## src/rtl/warp_scheduler.sv

```systemverilog
// Round-robin warp issue scheduler: grants one eligible warp per cycle to the operand collector.
// Optional performance counters are enabled by defining WARP_SCHEDULER_PERF_CNT_EN.
module warp_scheduler #(
    parameter int NUM_WARPS    = 8,
    parameter int LOGNUM_WARPS = $clog2(NUM_WARPS)
) (
    input  logic                      clk,
    input  logic                      rst,
    input  logic [NUM_WARPS-1:0]      valid_IB_WS,
    input  logic [NUM_WARPS-1:0]      dependent_Scb_WS,
    input  logic [NUM_WARPS-1:0]      full_Scb_WS,
    input  logic [2*NUM_WARPS-1:0]    ScbID_flattened_Scb_WS,
    input  logic                      stall_OC_WS,
    output logic [NUM_WARPS-1:0]      grt_WS_IB,
    output logic                      issue_valid_WS_OC,
    output logic [LOGNUM_WARPS-1:0]   issue_warpID_WS_OC,
    output logic [1:0]                issue_ScbID_WS_OC
`ifdef WARP_SCHEDULER_PERF_CNT_EN
    ,
    output logic [31:0]               issue_cnt_WS,
    output logic [31:0]               stall_cnt_WS
`endif
);

    localparam logic [LOGNUM_WARPS:0]   NUM_W_EXT = (LOGNUM_WARPS+1)'(NUM_WARPS);
    localparam logic [LOGNUM_WARPS-1:0] LAST_W    = LOGNUM_WARPS'(NUM_WARPS - 1);

    logic [LOGNUM_WARPS-1:0] rr_ptr_r;
    logic [NUM_WARPS-1:0]    blocked_r;
    logic [NUM_WARPS-1:0]    eligible_s;
    logic [LOGNUM_WARPS:0]   cand_s;
    logic                    hit_s;
    logic                    found_s;
    logic [LOGNUM_WARPS-1:0] gnt_idx_s;
    logic                    grant_s;
    logic [NUM_WARPS-1:0]    grt_s;
    logic [1:0]              gnt_scb_s;
    logic [LOGNUM_WARPS-1:0] rr_next_s;

    // Eligibility mask and wrap-around search for the first eligible warp at or after rr_ptr.
    always_comb begin
        eligible_s = valid_IB_WS & ~dependent_Scb_WS & ~full_Scb_WS & ~blocked_r;
        found_s    = 1'b0;
        hit_s      = 1'b0;
        gnt_idx_s  = LOGNUM_WARPS'(0);
        cand_s     = (LOGNUM_WARPS+1)'(0);
        for (int k = 0; k < NUM_WARPS; k++) begin
            cand_s    = {1'b0, rr_ptr_r} + (LOGNUM_WARPS+1)'(k);
            cand_s    = (cand_s >= NUM_W_EXT) ? (cand_s - NUM_W_EXT) : cand_s;
            hit_s     = ~found_s & eligible_s[cand_s[LOGNUM_WARPS-1:0]];
            gnt_idx_s = hit_s ? cand_s[LOGNUM_WARPS-1:0] : gnt_idx_s;
            found_s   = found_s | hit_s;
        end
    end

    // One-hot grant; suppressed by stall and while reset is asserted.
    always_comb begin
        grant_s = found_s & ~stall_OC_WS & rst;
        grt_s   = {NUM_WARPS{1'b0}};
        if (grant_s) begin
            grt_s[gnt_idx_s] = 1'b1;
        end else begin
            grt_s = {NUM_WARPS{1'b0}};
        end
    end

    // Only the granted warp's ScbID slice is selected, so other slices never reach the outputs.
    always_comb begin
        gnt_scb_s = ScbID_flattened_Scb_WS[{gnt_idx_s, 1'b0} +: 2];
        rr_next_s = (gnt_idx_s == LAST_W) ? LOGNUM_WARPS'(0) : (gnt_idx_s + LOGNUM_WARPS'(1));
    end

    assign grt_WS_IB = grt_s;

    // Round-robin pointer and one-cycle block of the warp just granted.
    always_ff @(posedge clk or negedge rst) begin
        if (!rst) begin
            rr_ptr_r  <= LOGNUM_WARPS'(0);
            blocked_r <= {NUM_WARPS{1'b0}};
        end else begin
            blocked_r <= grt_s;
            if (grant_s) begin
                rr_ptr_r <= rr_next_s;
            end
        end
    end

    // Issue registers: frozen while the operand collector stalls.
    always_ff @(posedge clk or negedge rst) begin
        if (!rst) begin
            issue_valid_WS_OC  <= 1'b0;
            issue_warpID_WS_OC <= LOGNUM_WARPS'(0);
            issue_ScbID_WS_OC  <= 2'd0;
        end else if (stall_OC_WS) begin
            issue_valid_WS_OC  <= issue_valid_WS_OC;
        end else if (grant_s) begin
            issue_valid_WS_OC  <= 1'b1;
            issue_warpID_WS_OC <= gnt_idx_s;
            issue_ScbID_WS_OC  <= gnt_scb_s;
        end else begin
            issue_valid_WS_OC  <= 1'b0;
        end
    end

`ifdef WARP_SCHEDULER_PERF_CNT_EN
    // Grant count and count of cycles with pending instructions but no grant.
    always_ff @(posedge clk or negedge rst) begin
        if (!rst) begin
            issue_cnt_WS <= 32'd0;
            stall_cnt_WS <= 32'd0;
        end else begin
            if (grant_s) begin
                issue_cnt_WS <= issue_cnt_WS + 32'd1;
            end
            if (!grant_s && (|valid_IB_WS)) begin
                stall_cnt_WS <= stall_cnt_WS + 32'd1;
            end
        end
    end
`endif

endmodule

```

## config.mk

```make
export PLATFORM = sky130hd
export DESIGN_NAME = warp_scheduler
export DESIGN_NICKNAME = d
export VERILOG_FILES = /design/src/rtl/warp_scheduler.sv
export SDC_FILE = /design/constraint.sdc
export NUM_CORES = 1
export LEC_CHECK = 0
export BUFFER_PORTS_ARGS = -buffer_cell sky130_fd_sc_hd__buf_2
export CAP_MARGIN = 20
export CORE_MARGIN = 1
export CORE_UTILIZATION = 34
export DETAILED_ROUTE_END_ITERATION = 12
export SYNTH_ARGS = -nofsm -noshare
export SYNTH_HDL_FRONTEND = slang
export SYNTH_SLANG_ARGS = --single-unit
```

## constraint.sdc

```tcl
create_clock -name clk -period 7.9 [get_ports clk]
set_clock_uncertainty 0.15 [all_clocks]
set_input_delay 0.395 -clock clk [delete_from_list [all_inputs] [get_ports clk]]
set_output_delay 0.395 -clock clk [all_outputs]
set_load 0.01 [all_outputs]
```

==> results of run 1 <==
state kept, by name, summed over array words and instances (netlist names):
name / count
blocked_r: 8
issue_ScbID_WS_OC: 2
issue_valid_WS_OC: 1
issue_warpID_WS_OC: 3
rr_ptr_r: 3
power breakdown:
| part | internal [mW] | switching [mW] | leakage [nW] | total (mW) |
|---|---|---|---|---|
| combinational | 0.326 | 0.497 | 0.763 | 0.823 |
| clock | 0.0357 | 0.0266 | 0.0228 | 0.0623 |
| sequential | 0.119 | 0.0458 | 0.220 | 0.165 |
| total | 0.481 | 0.569 | 1.01 | 1.05 |
metrics by stage:
step	std cells	total power, mW
after floorplan	240	0.833
after global placement	359	0.976
after detailed placement	359	0.977
after CTS	364	1.05
after global routing	364	1.16
final	364	1.05
cell type report:
class / instances / area, sq um
Clock buffer: 4 / 45.0
Fill cell: 569 / 3210
Inverter: 9 / 33.8
Multi-Input combinational cell: 205 / 1450
Sequential cell: 17 / 425
Tap cell: 72 / 90.1
Timing Repair Buffer: 57 / 290
how the worst min path moves through the flow:
stage	start	end	cells past startpoint
2_1_floorplan	rst	blocked_r[0]	0
3_3_place_gp	rst	blocked_r[2]	1
3_5_place_dp	rst	blocked_r[2]	1
4_1_cts	stall_OC_WS	issue_valid_WS_OC	3
5_1_grt	stall_OC_WS	issue_valid_WS_OC	3
6_report	stall_OC_WS	issue_valid_WS_OC	3
worst max-delay path, cell delays in order, from the launching register on:
cell,delay [ns]
dfrtp_1,0.71
inv_1,0.10
ha_1,0.40
and2_1,0.24
a22oi_1,0.30
nand2_1,0.16
mux2_2,0.31
or3_1,0.31
a31oi_1,0.46
or3_1,0.19
a22o_1,0.34
nand2_1,0.12
nor2_1,0.16
buf_2,0.15
synth_stat cells (3+ instances only):
master / n
nor2b_1: 3
o21a_1: 4
xnor2_1: 4
a21o_1: 4
o22ai_1: 3
a21oi_1: 14
o21ai_1: 4
dfrtp_1: 17
a22o_1: 5
or3_1: 4
or2_1: 4
nor4b_2: 4
a22oi_1: 13
clkbuf_1: 3
nor4b_1: 4
inv_1: 9
o22ai_2: 3
and2_1: 4
o21ai_0: 14
nor2_1: 17
nand2b_1: 4
o211ai_1: 5
nor3_1: 11
nand2_1: 31
metal layers:
| metal | GRT usage [%] | vias to the layer above | share of wire, % | routed length [um] |
|---|---|---|---|---|
| met4 | 4.44 | 0 | 0.68 | 36 |
| met1 | 24.2 | 975 | 47 | 2460 |
| li1 | - | 1012 | - | - |
| met5 | 0 | - | 0 | 0 |
| met2 | 30.9 | 60 | 48 | 2550 |
| met3 | 2.21 | 6 | 4.3 | 226 |
logic make-up after synthesis:
group	count (synthesis)	share of synthesized area [%]
mux	2	1.15
buf+inv	18	4.52
fa+ha+maj	2	1.27
simple gates	103	31.9
compound gates	92	36.8
xor+xnor	6	2.68
flops	17	21.7
==> impl.org, run 1 <==
** Status
- The run finished with clean final reports.

** Route
- The final layout contains routed wiring with a total length of 5270 um.
- Before antenna repair, the detailed router went through 4 iterations.
- In the final routed layout, each cell accounts on average for 14.5 um.
- For this block, the via count after detailed routing is 2053.
- Dividing the detail-routed via count by the number of cells gives 5.64.
- Drt first-iter violations :: 152
- The detail route stage leaves a number of antenna-violating nets equal to 0.
- Residual DRC count :: 0

** Final layout
- Post-layout util :: 42.1%
- The library cell used most frequently in the layout, excluding fill and tap cells, is buf_2.
- The number of antenna diodes in the final layout is 0.
- Total Nets Final :: 338
- Leaving out fill and tap cells, the most frequent cells in the layout are buf_2, nand2_1, nor2_1, dfrtp_1.
- Layout cell share with drive strength beyond 1 :: 31.2%
- Synthesis-to-layout area growth :: 18.9%
- Once layout is done, the placed cells without fillers occupy 2330 sq um.

** Clock tree
- Sink Count :: 17
- Clock-pin slew was measured on the worst setup and hold paths at 0.06 ns.
- The clock passes through at most 2 buffers.
- After clock tree synthesis, the repair step resized 0 gates.
- Number of buffers created by CTS :: 3
- TritonCTS built the clock tree.
- Number of buffers added for setup after CTS :: 0
- Number of hold buffers added after CTS :: 1
- For the worst-skew pair, the clock arrives at the later sink with an insertion delay of 0.25 ns.
- CTS built an H-tree with a depth of 1.
- Clock root cell :: clkbuf_8

** Floorplan
- Overall die width :: 78.0 um
- Starting utilization of the core area :: 35.5%
- The floorplan step defined a die boundary enclosing 6090 sq um.
- 57 I/O pins were placed.
- After floorplanning, the core was sized to cover 5540 sq um.
- Row generation in the floorplan step produced 27 rows.
- Die outline height :: 78.0 um

** Global route
- Wire length of the first global-routing pass :: 9110 um
- Initial antenna violation count :: 0
- Vias in the first global route :: 1984
- GRT Resource Usage Total :: 18.1%
- For this run the aggregate overflow at the end of global routing stands at 0.
- Entering global routing, the biggest net connects 20 pins.

** Synth
- Summed over its instances, the top area cell type makes up 21.7% of the synthesized netlist area.
- Of all flip-flops after synthesis, the portion carrying an async set or reset was 100%.
- Ranking of synthesized cells by area :: dfrtp_1, nand2_1, a22oi_1
- During synthesis, Yosys emitted a total of 0 warnings.
- Summing the sequential cell areas from Yosys gives 21.7% of the chip area.
- Cell type contributing the most total cell area after synthesis :: dfrtp_1
- Synthesis inferred 17 register bits.
- When the netlist entered floorplanning its net count stood at 285.
- Number of cells produced by synthesis :: 240
- Summing every instance area after synthesis gives 1960 sq um.
- Post-synth top flop :: dfrtp_1
- The number of different library cells used by synthesis comes to 64.
- The synthesized design contains 0 enable-type register cells.
- Post-Syn Area per Cell :: 8.18 sq um

** Worst setup path
- Reg2Reg Depth :: 12
- CP Launch Point :: rr_ptr_r[1]
- Setup slack on the worst reg-to-reg path comes out at 3.70 ns.
- In this run the critical register-to-register path is captured at issue_ScbID_WS_OC[0].
- Critical path required time :: 7.36 ns
- Crit end category :: output port
- CP Capture Point :: grt_WS_IB[2]
- Startpoint of the worst register-to-register path :: rr_ptr_r[1]
- STA classifies the critical path startpoint as a flip-flop.
- Arr. time, crit path :: 4.18 ns
- Along the worst path, the maximum fanout reaches 19.
- The critical path is of the reg2out type.

** STA
- Fmax :: 212 MHz
- Across all hold checks on the routed design, the worst slack comes to 0.240 ns.
- Time the worst path needs with I/O delays and setup :: 4.73 ns
- Slew Limit Headroom :: 56.2%
- Final worst-path setup slack :: 3.17 ns
- Setup violations remaining at the end of the flow were counted as 0.
- The number of hold violations in the final report is 0.
- Pin slew with the least headroom to its limit :: 0.657 ns
- In the final timing run, aggregate negative setup slack is 0 ns.
- Ratio of final minimum period to clock period :: 59.8%
- Slew Limit Fails :: 0
- Setup repair after global routing missed its margin :: no

** Placed design
- Worst-case setup slack after placement :: 3.48 ns
- Detailed placement ended at an HPWL of 4260 um.
- Placer's final routability congestion estimate :: 0.904
- Buffers added on ports :: 56
- The placed instances occupy a cell area of 2280 sq um.

** Power and ir drop
- In this run the static leakage power is 1.01 nW.
- Power per unit of standard cell area :: 450 nW/um^2
- Maximum resistive drop on vdd :: 0.000255 V

** Run
- Max_cap viols :: 0

** Hold path
- The min-delay analysis places its worst path in the category in2reg.
(Power assumes the default switching activity.)
==> inputs of run 2 (changes only) <==
- clock period: 7.9 -> 4.5 ns (I/O delays scaled with it)
==> run 2 against run 1 <==
Worst setup slack lost 3.0 ns. Hold slack lost 0.17 ns. Sequential power grew 66%.
==> impl.org, run 2 (same netlist as run 1, synthesis figures left out) <==
** Final layout
- Number of diodes :: 0
- The top cell types in the final layout, fill and taps aside, are buf_2, nand2_1, nor2_1, dfrtp_1, o21ai_0.
- Post-layout util :: 43.7%
- Fill cells in the final layout number 592.
- Number of flip-flops in the largest register :: 8
- Summing all non-filler instances in the final layout gives an area of 2420 sq um.
- Across the whole layout, storage elements account for 427 sq um.
- Layout cell share with drive strength beyond 1 :: 34.5%
- Top Registers :: blocked_r x8, issue_warpID_WS_OC x3, rr_ptr_r x3
- After the last flow step, the layout net total stands at 342.
- The library cell used most frequently in the layout, excluding fill and tap cells, is buf_2.
- The area growth from synthesis to layout is 23.1%.
- The register with the most flip-flops in the final layout is blocked_r.
- Multi-input gate area in the final layout :: 1500 sq um

** Worst setup path
- Crit end category :: output port
- Arr. time, crit path :: 3.91 ns
- The worst setup path is launched from a flip-flop.
- Critical path required time :: 4.12 ns
- Buffer and inverter count on the worst path :: 2
- Cell class contributing the biggest share of worst-path delay :: compound AO/OA/AOI/OAI gates
- Cell with the biggest individual delay on the critical path :: dfrtp_2
- Highest cell delay on the worst timing path :: 0.48 ns
- Crit path depth :: 13
- Along the worst path, the maximum fanout reaches 15.
- Reg2Reg Depth :: 13
- Cells along the critical path :: inv_1 > ha_1 > nor2b_1 > a22oi_2 > a21boi_1 > o211ai_1 > a21o_1 > a221oi_4 > or3_1 > a22o_1 > nand2_1 > nor2_1 > buf_2
- The critical path is of the reg2out type.

** STA
- Setup total negative slack on the finished layout was measured at 0 ns.
- Fmax :: 233 MHz
- The total count of max-transition violations in the final report came to 0.
- The number of hold violations in the final report came to 0.
- Final worst-path setup slack :: 0.213 ns
- The worst pin sits at a relative slew slack of 52.2%.
- Setup repair after global routing could not meet its margin everywhere.
- Time the worst path needs with I/O delays and setup :: 4.29 ns
- Ratio of final minimum period to clock period :: 95.3%
- At the pin with the least slew margin, the transition time is 0.707 ns.
- Setup violations remaining at the end of the flow were counted as 0.

** Route
- Residual DRC count :: 0
- Routed wirelength normalized by instance count :: 15.7 um
- Drt via density :: 5.80
- The final route contains 2135 vias.
- Once detail routing completed, the nets flagged for antenna violations numbered 0.
- Wires add up to 5790 um.
- The first detailed-routing pass ran for 4 iterations.
- After the first detailed-routing iteration, the DRC count stood at 198.

** Power and ir drop
- VDD sags by at most 0.000339 V.
- Power comes to 1.96 mW.
- Summed over all cells, the static leakage comes to 1.04 nW.
- Power per unit of standard cell area :: 811 nW/um^2

** Clock tree
- Number of buffers created by CTS :: 3
- The cell sitting at the root of the clock tree is a clkbuf_8.
- Worst skew pair latency :: 0.24 ns
- TritonCTS clock tree :: done
- After clock tree synthesis, the clock-pin slew on the worst setup and hold paths is 0.06 ns.
- CTS built an H-tree with a depth of 1.
- The tree built by TritonCTS fans out to 17 sinks.
- Clk buf depth :: 2

** Floorplan
- The die covers 6090 sq um.
- In this run the horizontal extent of the chip is 78.0 um.
- Cell row count :: 27
- Starting utilization of the core area :: 35.5%
- Die outline height :: 78.0 um
- 57 I/O pins were placed.
- Total core area :: 5540 sq um

** Global route
- The total overflow left after global routing is 0.
- The via count of the first global-routing pass was 2043.
- Initial antenna violation count :: 0
- Entering global routing, the biggest net connects 19 pins.
- Global routing used 19.6% of the available tracks across all layers.
- Wire length of the first global-routing pass :: 9620 um

** Placed design
- Buffers added on ports :: 56
- Placer's final routability congestion estimate :: 0.966
- After legalization and detailed placement, the total HPWL measured 4570 um.
- Summing all placed instances gives a cell area of 2300 sq um.
- Worst-case setup slack after placement :: 0.372 ns

** Hold path
- Hold Crit Depth :: 3
- The path class of the tightest hold or removal check is in2reg.

** Status
- The flow ran to the end, and the final reports show no timing, DRC or antenna violations.

** Run
- Across the run, the number of max-cap violations was 0.
==> run 2: cell count changes in the layout (fill, tap and decap cells not counted), sizes merged <==
cell and delta:
buf +4
==> run 2: repair_timing <==
action,CTS,global route
setup buffers,0,1
hold buffers,1,0
endpoints found under the hold margin,17,0
gates resized for setup,0,11
endpoints found under the setup margin,0,8
==> run 2: worst min-delay path, cell delays in order <==
cell and delay [ns]:
buf_2 0.10, nand2_1 0.05, nand2_1 0.06
==> run 2: power breakdown <==
group / internal, mW / switching [mW]
registers: 0.210 / 0.0638
logic: 0.623 / 0.956
clock network: 0.0626 / 0.0462
total: 0.896 / 1.07
==> run 2: final timing paths <==
check / from / endpoint / slack (ns)
min in group asynchronous: rst / blocked_r[6] / 0.29
hold / removal: stall_OC_WS / issue_valid_WS_OC / 0.07
max in group asynchronous: rst / rr_ptr_r[0] / 3.61
setup / recovery: rr_ptr_r[0] / grt_WS_IB[2] / 0.21
setup reg to reg: rr_ptr_r[0] / issue_ScbID_WS_OC[1] / 0.52
hold reg to reg: issue_ScbID_WS_OC[0] / issue_ScbID_WS_OC[0] / 0.32
==> run 2: per-stage QoR <==
stage / instances / hold WS [ns]
after global placement: 362 / 0.0190
after CTS: 367 / 0.0641
final: 368 / 0.0714
after global routing: 368 / 0.110
after floorplan: 240 / -0.221
after detailed placement: 362 / 0.0214
==> run 2: final cells by class <==
class | instances | area share [%]
clock buffers | 4 | 1.86
multi-input cells | 205 | 62.1
flip-flops and latches | 17 | 17.6
inverters | 9 | 1.40
well taps | 72 | 3.72
repair buffers | 61 | 13.2
==> run 2: routing by layer <==
layer | GRT usage (%) | part of all wire [%] | vias to the layer above | wire (um)
met3 | 1.63 | 4.4 | 15 | 255
met5 | 0 | 0 | - | 0
met2 | 33.3 | 50 | 84 | 2910
li1 | - | - | 1029 | -
met1 | 25.4 | 43 | 1007 | 2490
met4 | 8.52 | 2.2 | 0 | 129
